===== config.mk =====
export PLATFORM = sky130hd
export DESIGN_NAME = hazard_pipe_regs_flat
export DESIGN_NICKNAME = d
export VERILOG_FILES = /design/src/rtl/hazard_pipe_regs_if.sv /design/src/rtl/hazard_pipe_regs.sv /design/src/flat_wrapper.sv
export SDC_FILE = /design/constraint.sdc
export NUM_CORES = 1
export LEC_CHECK = 0
export CELL_PAD_IN_SITES_DETAIL_PLACEMENT = 2
export CELL_PAD_IN_SITES_GLOBAL_PLACEMENT = 2
export CORE_ASPECT_RATIO = 1.1
export CORE_UTILIZATION = 19
export DETAILED_ROUTE_END_ITERATION = 10
export PLACE_DENSITY_LB_ADDON = 0.08
export SKIP_CTS_REPAIR_TIMING = 1
export SYNTH_ARGS = -nofsm -noshare
export SYNTH_HDL_FRONTEND = slang
export SYNTH_SLANG_ARGS = --single-unit
export TNS_END_PERCENT = 100

===== constraint.sdc =====
create_clock -name clk -period 2.17 [get_ports clk]
set_input_delay 0.5425 -clock clk [delete_from_list [all_inputs] [get_ports clk]]
set_output_delay 0.5425 -clock clk [all_outputs]
set_load 0.01 [all_outputs]

===== src/rtl/hazard_pipe_regs_if.sv =====
// Hazard-control link between the hazard unit (master) and the pipeline
// registers (slave): stall/flush requests and the decode-stage branch redirect.
interface hazard_pipe_regs_if;
   logic        StallF;
   logic        StallD;
   logic        FlushE;
   logic        PCSrcD;
   logic [31:0] PCBranchD;

   modport master (output StallF, StallD, FlushE, PCSrcD, PCBranchD);
   modport slave  (input  StallF, StallD, FlushE, PCSrcD, PCBranchD);
endinterface


===== src/rtl/hazard_pipe_regs.sv =====
// PC, IF/ID and ID/EX registers of the 5-stage MIPS core under hazard control.
// Optional performance counters are built when HAZARD_PIPE_PERF_CNT_EN is defined.
module hazard_pipe_regs #(
   parameter logic [31:0] RESET_PC = 32'h0000_0000
) (
   input  logic                      clk,
   input  logic                      rst_n,
   hazard_pipe_regs_if.slave         hz,
   input  logic [31:0]               InstrF,
   input  logic                      RegWriteD,
   input  logic                      MemToRegD,
   input  logic                      MemWriteD,
   input  logic                      ALUSrcD,
   input  logic                      RegDstD,
   input  logic [2:0]                ALUControlD,
   input  logic [31:0]               RD1D,
   input  logic [31:0]               RD2D,
   input  logic [31:0]               SignImmD,
   input  logic [4:0]                RsD,
   input  logic [4:0]                RtD,
   input  logic [4:0]                RdD,
   output logic [31:0]               PCF,
   output logic [31:0]               InstrD,
   output logic [31:0]               PCPlus4D,
   output logic                      ValidD,
   output logic                      ValidE,
   output logic                      RegWriteE,
   output logic                      MemToRegE,
   output logic                      MemWriteE,
   output logic                      ALUSrcE,
   output logic                      RegDstE,
   output logic [2:0]                ALUControlE,
   output logic [31:0]               RD1E,
   output logic [31:0]               RD2E,
   output logic [31:0]               SignImmE,
   output logic [4:0]                RsE,
   output logic [4:0]                RtE,
   output logic [4:0]                RdE,
   output logic [31:0]               StallCnt,
   output logic [31:0]               FlushCnt
);

   logic        redirect_pend;
   logic [31:0] pc_plus4;
   logic        squash_d;

   assign pc_plus4 = PCF + 32'd4;
   // A redirect that arrived while IF/ID was stalled still kills the next fetch.
   assign squash_d = !hz.StallD && (hz.PCSrcD || redirect_pend);

   // NOTE: reset is synchronous, so it sits inside the clocked block as the
   // first branch; all state uses non-blocking assignment to avoid races.
   always_ff @(posedge clk) begin
      if (!rst_n) begin
         PCF <= RESET_PC;
      end else if (hz.StallF) begin
         PCF <= PCF;
      end else if (hz.PCSrcD) begin
         PCF <= hz.PCBranchD;
      end else begin
         PCF <= pc_plus4;
      end
   end

   always_ff @(posedge clk) begin
      if (!rst_n) begin
         InstrD        <= '0;
         PCPlus4D      <= '0;
         ValidD        <= 1'b0;
         redirect_pend <= 1'b0;
      end else if (hz.StallD) begin
         if (hz.PCSrcD) redirect_pend <= 1'b1;
      end else if (squash_d) begin
         InstrD        <= '0;
         PCPlus4D      <= '0;
         ValidD        <= 1'b0;
         redirect_pend <= 1'b0;
      end else begin
         InstrD        <= InstrF;
         PCPlus4D      <= pc_plus4;
         ValidD        <= 1'b1;
      end
   end

   // Flush clears data too, so a bubble is indistinguishable from reset.
   always_ff @(posedge clk) begin
      if (!rst_n || hz.FlushE) begin
         ValidE      <= 1'b0;
         RegWriteE   <= 1'b0;
         MemToRegE   <= 1'b0;
         MemWriteE   <= 1'b0;
         ALUSrcE     <= 1'b0;
         RegDstE     <= 1'b0;
         ALUControlE <= '0;
         RD1E        <= '0;
         RD2E        <= '0;
         SignImmE    <= '0;
         RsE         <= '0;
         RtE         <= '0;
         RdE         <= '0;
      end else begin
         ValidE      <= ValidD;
         RegWriteE   <= RegWriteD;
         MemToRegE   <= MemToRegD;
         MemWriteE   <= MemWriteD;
         ALUSrcE     <= ALUSrcD;
         RegDstE     <= RegDstD;
         ALUControlE <= ALUControlD;
         RD1E        <= RD1D;
         RD2E        <= RD2D;
         SignImmE    <= SignImmD;
         RsE         <= RsD;
         RtE         <= RtD;
         RdE         <= RdD;
      end
   end

`ifdef HAZARD_PIPE_PERF_CNT_EN
   always_ff @(posedge clk) begin
      if (!rst_n) begin
         StallCnt <= '0;
         FlushCnt <= '0;
      end else begin
         if (hz.StallD)              StallCnt <= StallCnt + 32'd1;
         if (hz.FlushE || squash_d)  FlushCnt <= FlushCnt + 32'd1;
      end
   end
`else
   assign StallCnt = '0;
   assign FlushCnt = '0;
`endif

endmodule


===== src/flat_wrapper.sv =====
// flat-port wrapper written by rule: the top's interface ports become plain ports
module hazard_pipe_regs_flat 
#(
   parameter logic [31:0] RESET_PC = 32'h0000_0000
)
  (clk, rst_n, InstrF, RegWriteD, MemToRegD, MemWriteD, ALUSrcD, RegDstD, ALUControlD, RD1D, RD2D, SignImmD, RsD, RtD, RdD, PCF, InstrD, PCPlus4D, ValidD, ValidE, RegWriteE, MemToRegE, MemWriteE, ALUSrcE, RegDstE, ALUControlE, RD1E, RD2E, SignImmE, RsE, RtE, RdE, StallCnt, FlushCnt, hz_StallF, hz_StallD, hz_FlushE, hz_PCSrcD, hz_PCBranchD);
  hazard_pipe_regs_if hz_i ();
  input  logic clk;
  input  logic rst_n;
  input  logic [31:0] InstrF;
  input  logic RegWriteD;
  input  logic MemToRegD;
  input  logic MemWriteD;
  input  logic ALUSrcD;
  input  logic RegDstD;
  input  logic [2:0] ALUControlD;
  input  logic [31:0] RD1D;
  input  logic [31:0] RD2D;
  input  logic [31:0] SignImmD;
  input  logic [4:0] RsD;
  input  logic [4:0] RtD;
  input  logic [4:0] RdD;
  output logic [31:0] PCF;
  output logic [31:0] InstrD;
  output logic [31:0] PCPlus4D;
  output logic ValidD;
  output logic ValidE;
  output logic RegWriteE;
  output logic MemToRegE;
  output logic MemWriteE;
  output logic ALUSrcE;
  output logic RegDstE;
  output logic [2:0] ALUControlE;
  output logic [31:0] RD1E;
  output logic [31:0] RD2E;
  output logic [31:0] SignImmE;
  output logic [4:0] RsE;
  output logic [4:0] RtE;
  output logic [4:0] RdE;
  output logic [31:0] StallCnt;
  output logic [31:0] FlushCnt;
  input wire logic [$bits(hz_i.StallF)-1:0] hz_StallF;
  input wire logic [$bits(hz_i.StallD)-1:0] hz_StallD;
  input wire logic [$bits(hz_i.FlushE)-1:0] hz_FlushE;
  input wire logic [$bits(hz_i.PCSrcD)-1:0] hz_PCSrcD;
  input wire logic [$bits(hz_i.PCBranchD)-1:0] hz_PCBranchD;
  assign hz_i.StallF = hz_StallF;
  assign hz_i.StallD = hz_StallD;
  assign hz_i.FlushE = hz_FlushE;
  assign hz_i.PCSrcD = hz_PCSrcD;
  assign hz_i.PCBranchD = hz_PCBranchD;
  hazard_pipe_regs #(.RESET_PC(RESET_PC)) u_core (.clk(clk), .rst_n(rst_n), .hz(hz_i), .InstrF(InstrF), .RegWriteD(RegWriteD), .MemToRegD(MemToRegD), .MemWriteD(MemWriteD), .ALUSrcD(ALUSrcD), .RegDstD(RegDstD), .ALUControlD(ALUControlD), .RD1D(RD1D), .RD2D(RD2D), .SignImmD(SignImmD), .RsD(RsD), .RtD(RtD), .RdD(RdD), .PCF(PCF), .InstrD(InstrD), .PCPlus4D(PCPlus4D), .ValidD(ValidD), .ValidE(ValidE), .RegWriteE(RegWriteE), .MemToRegE(MemToRegE), .MemWriteE(MemWriteE), .ALUSrcE(ALUSrcE), .RegDstE(RegDstE), .ALUControlE(ALUControlE), .RD1E(RD1E), .RD2E(RD2E), .SignImmE(SignImmE), .RsE(RsE), .RtE(RtE), .RdE(RdE), .StallCnt(StallCnt), .FlushCnt(FlushCnt));
endmodule

==> impl_results.html <==
<table>
<tr><th>Metric</th><th>Value</th></tr>
<tr><th colspan="2">Worst setup path</th></tr>
<tr><td>Gate family responsible for the most delay along the worst path</td><td>buffers and inverters</td></tr>
<tr><td>Worst path bufs/invs</td><td>1</td></tr>
<tr><td>Highest-delay cell along the critical path</td><td>sky130_fd_sc_hd__clkdlybuf4s50_1</td></tr>
<tr><td>Biggest fanout along the worst timing path</td><td>10</td></tr>
<tr><td>Ordered cell list for the critical path</td><td>clkdlybuf4s50_1</td></tr>
<tr><td>Critical path start-end classification</td><td>register to output pin</td></tr>
<tr><td>Data required time of the worst path</td><td>1630 ps</td></tr>
<tr><td>Critical Path AT</td><td>1550 ps</td></tr>
<tr><td>Critical path capture point type</td><td>output pin</td></tr>
<tr><td>Startpoint type of the worst setup path</td><td>register</td></tr>
<tr><td>Longest individual stage delay on the worst path</td><td>between 500 and 600 ps</td></tr>
<tr><th colspan="2">Yosys</th></tr>
<tr><td>Syn Std Cell Area</td><td>roughly 8400 sq um</td></tr>
<tr><td>Post-synthesis cell type count</td><td>58</td></tr>
<tr><td>Share of the synthesized area in the top cell type</td><td>0.5209</td></tr>
<tr><td>Simple-gate share of the synthesized area</td><td>0.2249</td></tr>
<tr><td>Total of flip-flops plus latches after synthesis</td><td>about 220</td></tr>
<tr><td>Yosys Warn Count</td><td>0</td></tr>
<tr><td>Post-synth top flop</td><td>sky130_fd_sc_hd__dfxtp_1</td></tr>
<tr><td>Adder-Cell Fraction of Synth Area</td><td>0.001493</td></tr>
<tr><td>Cell taking the most area after synthesis</td><td>sky130_fd_sc_hd__dfxtp_1</td></tr>
<tr><td>Synth Instances</td><td>860</td></tr>
<tr><td>Post-Synthesis Mean Instance Area</td><td>about 9.7 sq um</td></tr>
<tr><td>Mux contribution to synthesized area</td><td>0.004779</td></tr>
<tr><td>Area fraction in compound gates after synthesis</td><td>0.1393</td></tr>
<tr><td>Most frequent cell after synthesis</td><td>sky130_fd_sc_hd__dfxtp_1</td></tr>
<tr><td>Parity-gate share of the synthesized area counting xor and xnor cells</td><td>0.01359</td></tr>
<tr><td>Top cell types by occurrence after synthesis</td><td>sky130_fd_sc_hd__dfxtp_1, sky130_fd_sc_hd__and2_1, sky130_fd_sc_hd__buf_4</td></tr>
<tr><td>Post-synthesis sequential area ratio</td><td>0.5209</td></tr>
<tr><td>Fraction of registers with async set/reset</td><td>0</td></tr>
<tr><td>Cells taking the most area after synthesis</td><td>sky130_fd_sc_hd__dfxtp_1, sky130_fd_sc_hd__and2_1, sky130_fd_sc_hd__buf_4</td></tr>
<tr><td>Number of synthesized flops with an enable pin</td><td>0</td></tr>
<tr><td>Main combinational cell family by area after synthesis</td><td>simple AND/OR/NAND/NOR gates</td></tr>
<tr><th colspan="2">Layout</th></tr>
<tr><td>Count of inserted antenna diode cells</td><td>0</td></tr>
<tr><td>Area growth from synthesis to final layout</td><td>69.25%</td></tr>
<tr><td>Share of final-layout standard cells stronger than drive strength 1</td><td>0.1040</td></tr>
<tr><td>Post-layout nets</td><td>1477</td></tr>
<tr><td>Final instance area</td><td>14180 sq um</td></tr>
<tr><td>Register area</td><td>about 4400 sq um</td></tr>
<tr><td>Final design utilization</td><td>0.3264</td></tr>
<tr><td>Area taken by multi-input logic gates</td><td>3488 sq um</td></tr>
<tr><td>Filler cell count in the final layout</td><td>4800</td></tr>
<tr><th colspan="2">Clock tree</th></tr>
<tr><td>Cts bufs inserted</td><td>28</td></tr>
<tr><td>Clock tree buffer depth</td><td>3</td></tr>
<tr><td>Master cell of the clock root buffer</td><td>sky130_fd_sc_hd__clkbuf_16</td></tr>
<tr><td>CTS clock-pin slew for the worst setup and hold paths</td><td>60 ps</td></tr>
<tr><td>Clock network latency to the later pin of the worst-skew pair</td><td>550 ps</td></tr>
<tr><td>CTS H-tree lvls</td><td>1</td></tr>
<tr><td>Clock sink total</td><td>218</td></tr>
<tr><td>TritonCTS clock tree</td><td>built</td></tr>
<tr><th colspan="2">STA</th></tr>
<tr><td>Setup repair after global routing missed its margin</td><td>false</td></tr>
<tr><td>Finish-stage setup viols</td><td>0</td></tr>
<tr><td>Number of pins exceeding their max-slew limit in the final report</td><td>0</td></tr>
<tr><td>Worst-case headroom to the max-slew limit</td><td>0.5804</td></tr>
<tr><td>Final hold viol count</td><td>0</td></tr>
<tr><td>Fmax</td><td>477.8 MHz</td></tr>
<tr><td>Minimum clock period after layout</td><td>2093 ps</td></tr>
<tr><td>Least setup slack across all paths after layout</td><td>77.03 ps</td></tr>
<tr><td>Skew final</td><td>about 7.9 ps</td></tr>
<tr><td>Slew at the pin with the worst max-slew slack</td><td>628.1 ps</td></tr>
<tr><td>Fin crit share</td><td>0.9645</td></tr>
<tr><th colspan="2">Route</th></tr>
<tr><td>First-pass iteration count of the detailed router</td><td>4</td></tr>
<tr><td>Total Wirelength</td><td>39000 um</td></tr>
<tr><td>Drc violations</td><td>0</td></tr>
<tr><td>Total number of vias</td><td>7944</td></tr>
<tr><td>Post-route ant nets</td><td>0</td></tr>
<tr><td>Detailed Route Iter0 Violations</td><td>198</td></tr>
<tr><td>Vias per Instance</td><td>4.221</td></tr>
<tr><td>Per-cell routed wire length</td><td>20.72 um</td></tr>
<tr><th colspan="2">GRT</th></tr>
<tr><td>Number of antenna violations at the first check in global routing</td><td>0</td></tr>
<tr><td>GRT Total Usage</td><td>0.1695</td></tr>
<tr><td>Maximum number of pins on one net before global-route repair</td><td>58</td></tr>
<tr><td>Wire length of the first global-routing pass</td><td>between 50000 and 60000 um</td></tr>
<tr><td>Number of global-route vias before repair</td><td>8634</td></tr>
<tr><td>Remaining Overflow, GRT</td><td>0</td></tr>
<tr><th colspan="2">Floorplanning</th></tr>
<tr><td>Count of pins on the block boundary</td><td>470</td></tr>
<tr><td>Area enclosed by the die boundary</td><td>44940 sq um</td></tr>
<tr><td>Area of the core</td><td>between 40000 and 50000 sq um</td></tr>
<tr><td>Initial Util</td><td>0.1929</td></tr>
<tr><td>Die X</td><td>202.2 um</td></tr>
<tr><td>Number of placement rows</td><td>80</td></tr>
<tr><td>Die Y</td><td>222.2 um</td></tr>
<tr><th colspan="2">Place</th></tr>
<tr><td>DP Worst Slack</td><td>-153.6 ps</td></tr>
<tr><td>Half-perimeter wire length of the detailed placement result</td><td>29950 um</td></tr>
<tr><td>Post-detailed-placement cell area</td><td>approximately 13000 sq um</td></tr>
<tr><td>Final weighted congestion in routability-driven placement</td><td>0.7293</td></tr>
<tr><td>IO buf count</td><td>405</td></tr>
<tr><th colspan="2">Power and ir drop</th></tr>
<tr><td>Leak pwr</td><td>5.813 nW</td></tr>
<tr><td>Peak supply drop</td><td>0.5502 mV</td></tr>
<tr><td>Power density of the placed cells</td><td>just over 700 nW/um^2</td></tr>
<tr><th colspan="2">Hold path</th></tr>
<tr><td>HP Class</td><td>register to register</td></tr>
<tr><th colspan="2">Flow run</th></tr>
<tr><td>Number of maximum-capacitance violations</td><td>0</td></tr>
<tr><th colspan="2">Status</th></tr>
<tr><td>Result of the run</td><td>finished clean</td></tr>
</table>
-- path summary, 6_finish.rpt --
path	end	startpoint	slack [ps]	cells after the start
max reg2reg	u_core.PCPlus4D[28]$_SDFFE_PN0N_	u_core.PCF[3]$_SDFFE_PN0N_	140	5
max	PCF[26]	u_core.PCF[26]$_SDFFE_PN0N_	80	1
min	u_core.PCPlus4D[22]$_SDFFE_PN0N_	u_core.PCPlus4D[22]$_SDFFE_PN0N_	450	2
min reg2reg	u_core.PCPlus4D[22]$_SDFFE_PN0N_	u_core.PCPlus4D[22]$_SDFFE_PN0N_	450	2
-- registers in the layout (all words and copies together) (netlist names) --
name,flops
u_core.ValidD,1
u_core.RtE,5
u_core.RsE,5
u_core.RD1E,32
u_core.InstrD,32
u_core.ValidE,1
u_core.MemToRegE,1
u_core.redirect_pend,1
u_core.ALUControlE,3
u_core.RdE,5
u_core.MemWriteE,1
u_core.RegDstE,1
u_core.PCF,32
u_core.ALUSrcE,1
u_core.RegWriteE,1
u_core.SignImmE,32
u_core.RD2E,32
u_core.PCPlus4D,32
-- cell families (layout without fill, tap and decap cells) --
kind of cell               after synthesis  count (layout)
and+or+nand+nor                        330             330
DFF                                    218             218
AOI/OAI and AO/OA                      154             154
buffers and inverters                  139             524
xor gates and xnor gates                13              13
muxes                                    4               4
adders and majority gates                1               1
other                                    1              64
-- area by class of cell --
class | count | area share
repair buffers | 471 | 0.3323
flip-flops and latches | 218 | 0.3095
multi-input cells | 566 | 0.2460
clock buffers | 44 | 0.05718
well taps | 574 | 0.05065
clock inverters | 7 | 0.003882
inverters | 2 | 0.0005294
-- layer usage --
layer | routed length, um | up-vias | global-route usage
met5 | 0 | - | 0
met1 | 14430 | 3888 | 0.1811
met4 | 799 | 0 | 0.04390
met3 | 3652 | 43 | 0.06542
met2 | 20110 | 285 | 0.3087
li1 | - | 3728 | -
-- power by group --
| part | switching [mW] | internal (mW) | leakage (nW) |
|---|---|---|---|
| combinational | 0.570 | 0.749 | 3.61 |
| clock | 1.86 | 2.56 | 0.417 |
| sequential | 0.0861 | 4.16 | 1.79 |
| total | 2.52 | 7.47 | 5.81 |
-- worst min-delay path, stage by stage (launching register included) --
cell and delay, ps:
sky130_fd_sc_hd__dfxtp_1 320, sky130_fd_sc_hd__nand2_1 50, sky130_fd_sc_hd__nand3_1 50
-- stage by stage --
| stage | setup TNS (ps) | instances | power, mW | hold WS [ps] |
|---|---|---|---|---|
| finish | 0 | 1882 | 9.987 | 451.7 |
| global route | 0 | 1882 | 10.47 | 490.6 |
| CTS | -1896 | 1882 | 10.22 | 460.2 |
| detailed placement | -1067 | 1831 | 5.684 | 446.2 |
| global placement | -776.7 | 1831 | 5.669 | 437.6 |
| floorplan | 0 | 923 | 4.854 | 474.4 |
-- cells in the final DEF (no fill, tap or decap), drive strengths merged, types with 5 or more instances in the layout --
cell type	n
and3	10
or4	12
and4	5
clkbuf	44
nor4	9
o21ai	24
clkdlybuf4s50	376
dfxtp	218
dlymetal6s2s	26
o2111ai	7
o31a	5
and2	130
nor3	12
nand2	60
nand3	32
conb	64
o211ai	18
a221o	6
a22o	40
a22oi	5
nand4	17
xnor2	10
a31oi	7
a21oi	12
nor2b	6
clkinv	5
o22ai	6
buf	69
nor2	20
(Power assumes the default switching activity.)
